--- src/rtl/note_source_arbiter.sv ---
// Oscillator note-source arbiter: live keypad over sequencer playback, with a
// minimum sequencer hold before preemption and a silent gap on every note change.
//
// state | meaning
// IDLE  | no source owns the oscillator, evaluate both sources every edge
// LIVE  | keypad note latched on note_out
// SEQ   | sequencer note latched on note_out, hold counter running
// GAP   | forced silence between notes, gap counter running down
module note_source_arbiter #(
  parameter int GAP_CYCLES = 20,
  parameter int MIN_HOLD   = 500
) (
  input  logic       clk,
  input  logic       n_rst,
  input  logic [3:0] live_note,
  input  logic [3:0] seq_note,
  input  logic       sequencer_on,
  output logic [3:0] note_out,
  output logic [1:0] src,
  output logic [7:0] preempt_cnt
);

  localparam int HW = (MIN_HOLD > 0) ? $clog2(MIN_HOLD + 1) : 1;
  localparam int GW = (GAP_CYCLES > 1) ? $clog2(GAP_CYCLES) : 1;

  localparam logic [HW-1:0] HOLD_MAX = HW'(MIN_HOLD);
  localparam logic [GW-1:0] GAP_LOAD = GW'(GAP_CYCLES - 1);

  localparam logic [1:0] SRC_NONE = 2'b00;
  localparam logic [1:0] SRC_LIVE = 2'b01;
  localparam logic [1:0] SRC_SEQ  = 2'b10;

  typedef enum logic [1:0] {
    IDLE = 2'd0,
    LIVE = 2'd1,
    SEQ  = 2'd2,
    GAP  = 2'd3
  } state_t;

  state_t        state, state_nx;
  logic [3:0]    note_nx;
  logic [1:0]    src_nx;
  logic [HW-1:0] hold_cnt, hold_nx;
  logic [GW-1:0] gap_cnt, gap_nx;
  logic [7:0]    preempt_nx;
  logic          arb;
  logic          to_gap;

  always_ff @(posedge clk or negedge n_rst) begin
    if (!n_rst) begin
      state       <= IDLE;
      note_out    <= 4'd0;
      src         <= SRC_NONE;
      hold_cnt    <= '0;
      gap_cnt     <= '0;
      preempt_cnt <= 8'd0;
    end else begin
      state       <= state_nx;
      note_out    <= note_nx;
      src         <= src_nx;
      hold_cnt    <= hold_nx;
      gap_cnt     <= gap_nx;
      preempt_cnt <= preempt_nx;
    end
  end

  always_comb begin
    state_nx   = state;
    note_nx    = note_out;
    src_nx     = src;
    hold_nx    = hold_cnt;
    gap_nx     = gap_cnt;
    preempt_nx = preempt_cnt;
    arb        = 1'b0;
    to_gap     = 1'b0;

    case (state)
      IDLE: arb = 1'b1;

      LIVE: begin
        if (live_note != note_out) to_gap = 1'b1;
      end

      SEQ: begin
        if (hold_cnt != HOLD_MAX) hold_nx = hold_cnt + HW'(1);
        if (!sequencer_on) begin
          to_gap = 1'b1;
        end else if (seq_note != note_out) begin
          to_gap = 1'b1;
        end else if (live_note != 4'd0 && hold_cnt == HOLD_MAX) begin
          to_gap = 1'b1;
          if (preempt_cnt != 8'hFF) preempt_nx = preempt_cnt + 8'd1;
        end
      end

      GAP: begin
        if (gap_cnt == '0) arb = 1'b1;
        else               gap_nx = gap_cnt - GW'(1);
      end

      default: begin
        state_nx = IDLE;
        note_nx  = 4'd0;
        src_nx   = SRC_NONE;
        hold_nx  = '0;
        gap_nx   = '0;
      end
    endcase

    if (to_gap) begin
      state_nx = GAP;
      note_nx  = 4'd0;
      src_nx   = SRC_NONE;
      gap_nx   = GAP_LOAD;
    end

    // Live always beats the sequencer when both request on the same edge.
    if (arb) begin
      if (live_note != 4'd0) begin
        state_nx = LIVE;
        note_nx  = live_note;
        src_nx   = SRC_LIVE;
      end else if (seq_note != 4'd0 && sequencer_on) begin
        state_nx = SEQ;
        note_nx  = seq_note;
        src_nx   = SRC_SEQ;
        hold_nx  = '0;
      end else begin
        state_nx = IDLE;
        note_nx  = 4'd0;
        src_nx   = SRC_NONE;
      end
    end
  end

endmodule

--- config.mk ---
export PLATFORM = sky130hd
export DESIGN_NAME = note_source_arbiter
export DESIGN_NICKNAME = d
export VERILOG_FILES = /design/src/rtl/note_source_arbiter.sv
export SDC_FILE = /design/constraint.sdc
export NUM_CORES = 1
export LEC_CHECK = 0
export BUFFER_PORTS_ARGS = -buffer_cell sky130_fd_sc_hd__clkbuf_2
export CORE_MARGIN = 2
export CORE_UTILIZATION = 50
export DETAILED_ROUTE_END_ITERATION = 16
export PLACE_DENSITY = 0.71
export SLEW_MARGIN = 20
export SYNTH_ARGS = -nofsm -noshare
export SYNTH_HDL_FRONTEND = slang
export SYNTH_SLANG_ARGS = --single-unit
--- constraint.sdc ---
create_clock -name clk -period 2.5 [get_ports clk]
set_input_delay 0.125 -clock clk [delete_from_list [all_inputs] [get_ports clk]]
set_output_delay 0.125 -clock clk [all_outputs]
set_load 0.02 [all_outputs]
==> results of run 1 <==
layer usage:
layer  track usage (%)  vias to the layer above
li1                  -                      668
met1              25.2                      658
met2              31.4                       36
met3              6.70                        8
met4              6.67                        0
met5                 0                        -
report_power, final:
group	switching (mW)	total [mW]	leakage [nW]	internal (mW)
sequential	0.154	0.786	0.361	0.632
clock	0.160	0.352	0.0446	0.192
combinational	0.403	0.704	0.511	0.301
stage by stage:
stage	utilization, %	cell area (um2)
floorplan	-	1690
global placement	57.1	1870
detailed placement	57.1	1870
CTS	59.8	1960
global route	59.8	1960
finish	59.8	1960
kinds of logic after synthesis:
family	share of synthesized area (%)
buf+inv	2.67
xor+xnor	13.0
compound gates	8.74
flops	44.4
fa+ha+maj	6.67
simple gates	22.6
mux	1.93
cell type report:
cell class,instances,area [um2]
Fill cell,285,1320
Multi-Input combinational cell,131,893
Sequential cell,30,751
Timing Repair Buffer,27,145
Clock buffer,8,78.8
Tap cell,46,57.6
Inverter,10,37.5
layout by cell type, fill, tap and decap left out, drive strengths merged, types with 6 or more instances in the layout:
cell	instances
o21ai	8
nor2	17
nand4	8
nand2	15
a21oi	8
inv	10
ha	9
nand3	7
dfrtp	30
xor2	6
xnor2	19
clkbuf	32
registers in the layout (all words and copies together) (netlist names):
name / flops
preempt_cnt: 8
note_out: 4
gap_cnt: 5
src: 2
state: 2
hold_cnt: 9
worst max-delay path, delay by kind of cell, from the launching register on:
family	cells	cell delay, ps
and+or+nand+nor	3	1130
DFF	1	400
muxes	1	390
adders and majority gates	1	150
buffers and inverters	1	100
timing repair:
item,CTS,global route
hold buffers,1,0
setup buffers,0,0
endpoints found under the hold margin,30,0
worst paths after layout:
| kind | startpoint | endpoint | slack (ps) | cells after the start |
|---|---|---|---|---|
| max | hold_cnt[0]$_DFF_PN0_ | preempt_cnt[1]$_DFFE_PN0P_ | 210 | 6 |
| min | seq_note[2] | note_out[2]$_DFFE_PN0P_ | 120 | 3 |
| max reg2reg | hold_cnt[0]$_DFF_PN0_ | preempt_cnt[1]$_DFFE_PN0P_ | 210 | 6 |
| min reg2reg | preempt_cnt[7]$_DFFE_PN0P_ | preempt_cnt[7]$_DFFE_PN0P_ | 510 | 1 |
| max in group asynchronous | n_rst | hold_cnt[1]$_DFF_PN0_ | 1630 | 2 |
| min in group asynchronous | n_rst | preempt_cnt[5]$_DFFE_PN0P_ | 380 | 2 |
==> impl_results.md, run 1 <==
* Max-Cap Viols at 0
* Core ar. at 0.00328 mm2
* Cell variety after synth at 35
* Period minus WS final at 2290 ps
* Starting Density at 51.4%
* HP Class: input pin to flop
* Post-CTS sizing at 0
* Yosys reg bits at 30
* Final setup viols at 0
* Worst hold margin at 124 ps
* Final #Nets at 225
* Share of cells above drive strength 1 at between 20% and 30%
* Clock transition at path regs at 90 ps
* Clk Latency, worst-skew pair at around 330 ps
* Setup WS pre-CTS at about 230 ps
* Iter 0 DRT Violations at 71
* CP startpoint kind: flop
* Syn nets at roughly 190
* CP max FO at 8
* CP cell instances: inv_1, ha_1, nand4b_1, or4b_4, nor4_4, mux2_2
* Highest ir drop seen on vdd at 0.429 mV
* Area fraction of the dominant cell type after synthesis at about 44%
* Root Buffer Master: clkbuf_4
* Antenna violations before repair at 0
* DRC viols at 0
* Total power at 1.84 mW
* Crit end category: flop
* Pins Over Slew Limit at 0
* Die H at between 60 and 70 um
* Area of the die at 0.00386 mm2
* Most common cell in the netlist: dfrtp_1
* Syn_area_per_cell at 9.76 um2
* Port Buffers at 24
* Worst-Margin Slew at approximately 730 ps
* Largest net degree at the start of global routing at 31
* Routed length on met3 at slightly below 200 um
* Final worst setup slack at 214 ps
* Top cells by count, synth: dfrtp_1, xnor2_1, nor2_1
* Wire per inst at 13.2 um
* Setup TNS at 0 ps
* Yosys top cell by area: dfrtp_1
* EDFF count, synth at 0
* Synth area leaders: dfrtp_1, xnor2_1, ha_1, nor2_1, nand2_1
* Mapped Area at 0.00169 mm2
* Pwr dens at 938 mW/mm2
* Via count at around 1400
* Routed wire length at 3.33 mm
* Critical Path Max Stage Delay at 540 ps
* Antenna diodes at 0
* Max-slew headroom at 51.2%
* GP Congestion at 0.836
* Critical setup path kind: flop to flop
* Top FF cell, synth: dfrtp_1
* Worst Path Required at 2710 ps
* Wl on met1 at between 1.5 and 2 mm
* DP HPWL at between 2 and 2.5 mm
* Chip width at approximately 62 um
* Unrepaired setup endpoints after global routing: no
* Post-route insts no fill at around 250
* GRT Total Usage at 19.7%
* Top Layer Used: met4
* CTS H-tree lvls at 2
* Clock Sinks at 30
* Post-Synthesis Cells at 173
* Status: finished clean
* CTS tree: built
* Warnings from Yosys at 0
* Cell Count Post-Placement at approximately 240
* Fmax at 0.437 GHz
* Vias per inst at 5.44
* I/O pins at 25
* TritonRoute pass-1 iters at 4
* TritonCTS Buffers at 5
* Worst path slowest cell: or4b_4
* Antenna viol nets, final at 0
* Global-route wire length before repair at 6.08 mm
* Final hold violation count at 0
* Register area share after synthesis at 44.4%
* Number of global-route vias before repair at 1348
* Arr. time, crit path at about 2500 ps
* Met2 wire len at 1.54 mm
* Total gr overflow at 0
* Leak at 0.916 nW
* CTS Buffer Depth at 2
* Area delta synth->final at 16.2%
* Row count at 21
* Post-synth ARST share at between 90% and 100%
* Crit share post-route at about 91%
* Post-route clock skew at 9.16 ps
Power figures use the tool's default switching activity.
==> inputs of run 2 (changes only) <==
--- a/config.mk
+++ b/config.mk
@@ -10,6 +10,7 @@
 export CORE_UTILIZATION = 50
 export DETAILED_ROUTE_END_ITERATION = 16
 export PLACE_DENSITY = 0.71
+export RECOVER_POWER = 100
 export SLEW_MARGIN = 20
 export SYNTH_ARGS = -nofsm -noshare
 export SYNTH_HDL_FRONTEND = slang
==> run 2 against run 1 <==
  * The flow now finishes with violations (max-capacitance violations, max-slew violations)
  * Sequential share of layout area rose by 0.59 points
  * First-iteration DRC count rose by 24%
  * Critical path type unchanged
  * Die area did not move
  * Highest routed layer unchanged
  * Largest power group unchanged
==> impl_results.md, run 2 (synthesized netlist as in run 1, its figures left out) <==
* Status: finished with violations
* Failing checks: max-capacitance violations, max-slew violations
* Wire per inst at 13.2 um
* CP startpoint kind: flop
* Most frequent cells in the layout: dfrtp_1, xnor2_1, nor2_1, clkbuf_1, nand2_1
* Final #Nets at 225
* Area of the die at 0.00386 mm2
* Clock transition at path regs at 90 ps
* Post-route clock skew at 8.11 ps
* Biggest register: hold_cnt
* CTS tree: built
* Iter 0 DRT Violations at 88
* TritonRoute pass-1 iters at 4
* Global-route wire length before repair at 6.08 mm
* Antenna viol nets, final at 0
* Antenna violations before repair at 0
* Number of global-route vias before repair at between 1000 and 1500
* Row count at 21
* Max-Cap Viols at 1
* Crit share post-route at 93.0%
* Worst Path Required at 2710 ps
* Max-slew headroom at -4.64%
* Postcts setup bufs at 0
* Antenna diodes at 0
* HP Class: input pin to flop
* Pwr dens at 944 mW/mm2
* Starting Density at roughly half
* CTS H-tree lvls at 2
* Chip width at roughly 62 um
* Vias per inst at 5.46
* Hold Buf Count CTS at 1
* GRT Total Usage at 19.7%
* Highest ir drop seen on vdd at ~0.43 mV
* Period minus WS final at 2330 ps
* Crit end category: flop
* Setup TNS at 0 ps
* Fmax at roughly 0.43 GHz
* Routed wire length at 3.34 mm
* Largest net degree at the start of global routing at 31
* Clock Sinks at 30
* CTS Buffer Depth at 2
* Via count at 1377
* Final setup viols at 0
* Unrepaired setup endpoints after global routing: no
* Fillers at 297
* Final hold violation count at 0
* Most common cell after layout, fill and taps aside: dfrtp_1
* Share of cells above drive strength 1 at 11.7%
* Post-CTS sizing at 0
* Largest register FFs at 9
* GP Congestion at approximately 0.84
* DRC viols at 0
* DP HPWL at about 2.5 mm
* Total gr overflow at 0
* Core ar. at around 0.0033 mm2
* Die H at just over 60 um
* Worst-Margin Slew at 1570 ps
* Arr. time, crit path at 2540 ps
* Worst hold margin at between 100 and 150 ps
* CP max FO at 8
* Critical setup path kind: flop to flop
* TritonCTS Buffers at 5
* Pins Over Slew Limit at 31
* I/O pins at 25
* Leak at 0.855 nW
* Clk Latency, worst-skew pair at roughly 330 ps
* Largest regs: hold_cnt (9), preempt_cnt (8), gap_cnt (5)
* Port Buffers at 24
* Area delta synth->final at 14.4%
* Root Buffer Master: clkbuf_4
-- run 2: cell count changes in the layout (fill, tap and decap cells not counted), sizes merged --
cell    change
buf         -2
clkbuf      +2
-- run 2: metrics by stage --
step,total power [mW],cell area [um2],cells,worst slack (ps),util (%)
2_1_floorplan,1.29,1690,173,385,-
3_3_place_gp,1.45,1870,243,308,57.1
3_5_place_dp,1.49,1870,243,232,57.1
6_report,1.82,1930,252,174,58.9
4_1_cts,1.85,1960,252,217,59.8
5_1_grt,1.99,1930,252,58.0,58.9
-- run 2: worst paths after layout --
check | slack [ps] | endpoint | depth (start not counted) | start
worst max-delay path | 170 | preempt_cnt[1]$_DFFE_PN0P_ | 6 | hold_cnt[0]$_DFF_PN0_
worst min-delay path | 130 | note_out[2]$_DFFE_PN0P_ | 3 | seq_note[2]
worst max register to register | 170 | preempt_cnt[1]$_DFFE_PN0P_ | 6 | hold_cnt[0]$_DFF_PN0_
worst min register to register | 510 | preempt_cnt[5]$_DFFE_PN0P_ | 1 | preempt_cnt[5]$_DFFE_PN0P_
max in group asynchronous | 860 | hold_cnt[1]$_DFF_PN0_ | 2 | n_rst
min in group asynchronous | 720 | preempt_cnt[5]$_DFFE_PN0P_ | 2 | n_rst
-- run 2: where the power goes --
group / internal (mW) / total, mW / switching (mW)
clock: 0.192 / 0.351 / 0.159
combinational: 0.285 / 0.689 / 0.404
sequential: 0.632 / 0.785 / 0.154
-- run 2: routing by layer --
metal / global-route usage [%] / vias up / wire [um]
met3: 6.70 / 8 / 207
met1: 25.2 / 659 / 1530
met2: 31.4 / 43 / 1540
met4: 6.67 / 0 / 62
met5: 0 / - / 0
li1: - / 667 / -
-- run 2: cell type report --
class / instances / area (um2) / share of cell area [%]
Multi-Input combinational cell: 131 / 890 / 46.0
Sequential cell: 30 / 751 / 38.8
Timing Repair Buffer: 27 / 119 / 6.15
Clock buffer: 8 / 78.8 / 4.08
Tap cell: 46 / 57.6 / 2.98
Inverter: 10 / 37.5 / 1.94
-- run 2: critical path: stages, from the launching register on --
cell and delay (ps):
dfrtp_1 400, inv_1 100, ha_1 150, nand4b_1 150
or4b_1 570, nor4_4 440, mux2_2 390
==> inputs of run 3 (changes only) <==
==> constraint.sdc (replaced) <==
create_clock -name clk -period 3 [get_ports clk]
set_input_delay 0.15 -clock clk [delete_from_list [all_inputs] [get_ports clk]]
set_output_delay 0.15 -clock clk [all_outputs]
set_load 0.02 [all_outputs]
==> run 3 against run 2 <==
  * The run still ends with max-capacitance violations, max-slew violations left
  * Total power shrank 17%
  * Clock power shrank 17%
  * Via count shrank 1.6%
  * Hold slack gained 35 ps
  * Final area shrank 0.19%
  * Clock skew grew 6.3 ps
  * Non-clock buffer count shrank 1
  * Sequential power shrank 17%
  * Critical path depth is the same
==> impl_results.md, run 3 (synthesized netlist as in run 1, its figures left out) <==
* Final setup viols at 0
* Largest regs: hold_cnt (9), preempt_cnt (8), gap_cnt (5)
* Area of the die at just under 0.004 mm2
* Post-route clock skew at 14.4 ps
* Area delta synth->final at 14.2%
* Root Buffer Master: clkbuf_4
* Pins Over Slew Limit at 31
* Biggest register: hold_cnt
* Starting Density at 51.4%
* Worst-Margin Slew at 1560 ps
* Post-CTS sizing at 0
* Highest ir drop seen on vdd at 0.359 mV
* Max-slew headroom at -4.19%
* Status: finished with violations
* Global-route wire length before repair at just over 6 mm
* Unrepaired setup endpoints after global routing: no
* Fillers at 284
* Leak at 0.854 nW
* Crit end category: flop
* Most frequent cells in the layout: dfrtp_1, xnor2_1, nor2_1, clkbuf_1, nand2_1
* Pwr dens at just under 800 mW/mm2
* GP Congestion at ~0.84
* Chip width at 62.1 um
* Fmax at 0.433 GHz
* Max-Cap Viols at 1
* Setup TNS at 0 ps
* Arr. time, crit path at around 2500 ps
* DRC viols at 0
* DP HPWL at 2.48 mm
* CP max FO at 8
* Iter 0 DRT Violations at 85
* TritonCTS Buffers at 5
* Routed wire length at 3.27 mm
* Clock transition at path regs at approximately 90 ps
* Failing checks: max-capacitance violations, max-slew violations
* Clk Latency, worst-skew pair at 320 ps
* Final hold violation count at 0
* Largest net degree at the start of global routing at 31
* Wire per inst at 13.0 um
* Period minus WS final at 2310 ps
* CTS H-tree lvls at 2
* CP startpoint kind: flop
* Multi-input gate area at 890 um2
* Die H at 62.1 um
* HP Class: input pin to flop
* Worst hold margin at approximately 160 ps
* Seq. cell area at 751 um2
* Largest register FFs at 9
* Antenna viol nets, final at 0
* Antenna violations before repair at 0
* Share of cells above drive strength 1 at 11.7%
* Port Buffers at 24
* Clock Sinks at 30
* I/O pins at 25
* Antenna diodes at 0
* Total gr overflow at 0
* Final #Nets at 224
* Most common cell after layout, fill and taps aside: dfrtp_1
* Number of global-route vias before repair at 1365
* CTS Buffer Depth at 2
* Row count at 21
* Vias per inst at approximately 5.4
* Critical setup path kind: flop to flop
* TritonRoute pass-1 iters at 4
* GRT Total Usage at approximately a fifth
* Crit share post-route at 77.0%
* Core ar. at between 0.003 and 0.004 mm2
* Via count at 1355
* CTS tree: built
* Worst Path Required at 3200 ps
[run 3: changes by cell type in the layout (fill, tap and decap cells not counted)]
cell	change
o21ai_0	+1
clkbuf_1	-1
o21ai_1	-1
[run 3: timing repair]
action | CTS | global route
hold buffers | 1 | 0
buffers inserted | 0 | 0
endpoints found under the hold margin | 30 | 0
[run 3: through the flow]
step | worst slack, ps | cell area (um2) | utilization [%] | power [mW] | cells
2_1_floorplan | 885 | 1690 | - | 1.07 | 173
3_5_place_dp | 743 | 1870 | 56.8 | 1.24 | 242
4_1_cts | 725 | 1960 | 59.5 | 1.54 | 251
6_report | 691 | 1930 | 58.7 | 1.51 | 251
3_3_place_gp | 808 | 1870 | 56.8 | 1.20 | 242
5_1_grt | 531 | 1930 | 58.7 | 1.66 | 251
[run 3: layout make-up]
| cell class | count | share of cell area (%) |
|---|---|---|
| Inverter | 10 | 1.95 |
| Timing Repair Buffer | 26 | 5.97 |
| Sequential cell | 30 | 38.9 |
| Tap cell | 46 | 2.98 |
| Multi-Input combinational cell | 131 | 46.1 |
| Clock buffer | 8 | 4.09 |
[run 3: metal layers]
metal | up-vias | part of all wire (%) | routed length, um | GRT usage (%)
li1 | 665 | - | - | -
met1 | 653 | 47 | 1520 | 25.1
met2 | 35 | 48 | 1560 | 32.2
met3 | 2 | 5.2 | 171 | 6.16
met4 | 0 | 0.61 | 20 | 6.67
met5 | - | 0 | 0 | 0
[run 3: worst max-delay path: stages, from the launching register on]
cell	delay (ps)
dfrtp_1	400
inv_1	100
ha_1	150
nand4b_1	140
or4b_1	560
nor4_4	450
mux2_2	390
[run 3: final timing paths]
kind | start | end | slack [ps] | depth (start not counted)
setup / recovery | hold_cnt[0]$_DFF_PN0_ | preempt_cnt[1]$_DFFE_PN0P_ | 690 | 6
hold / removal | seq_note[2] | note_out[2]$_DFFE_PN0P_ | 160 | 3
setup reg to reg | hold_cnt[0]$_DFF_PN0_ | preempt_cnt[1]$_DFFE_PN0P_ | 690 | 6
hold reg to reg | src[0]$_DFFE_PN0P_ | src[0]$_DFFE_PN0P_ | 510 | 2
max in group asynchronous | n_rst | hold_cnt[1]$_DFF_PN0_ | 1330 | 2
min in group asynchronous | n_rst | note_out[0]$_DFFE_PN0P_ | 740 | 2
[run 3: power by group]
part / switching (mW) / internal (mW) / total [mW]
Sequential: 0.127 / 0.526 / 0.653
Combinational: 0.333 / 0.236 / 0.569
Clock: 0.133 / 0.160 / 0.293
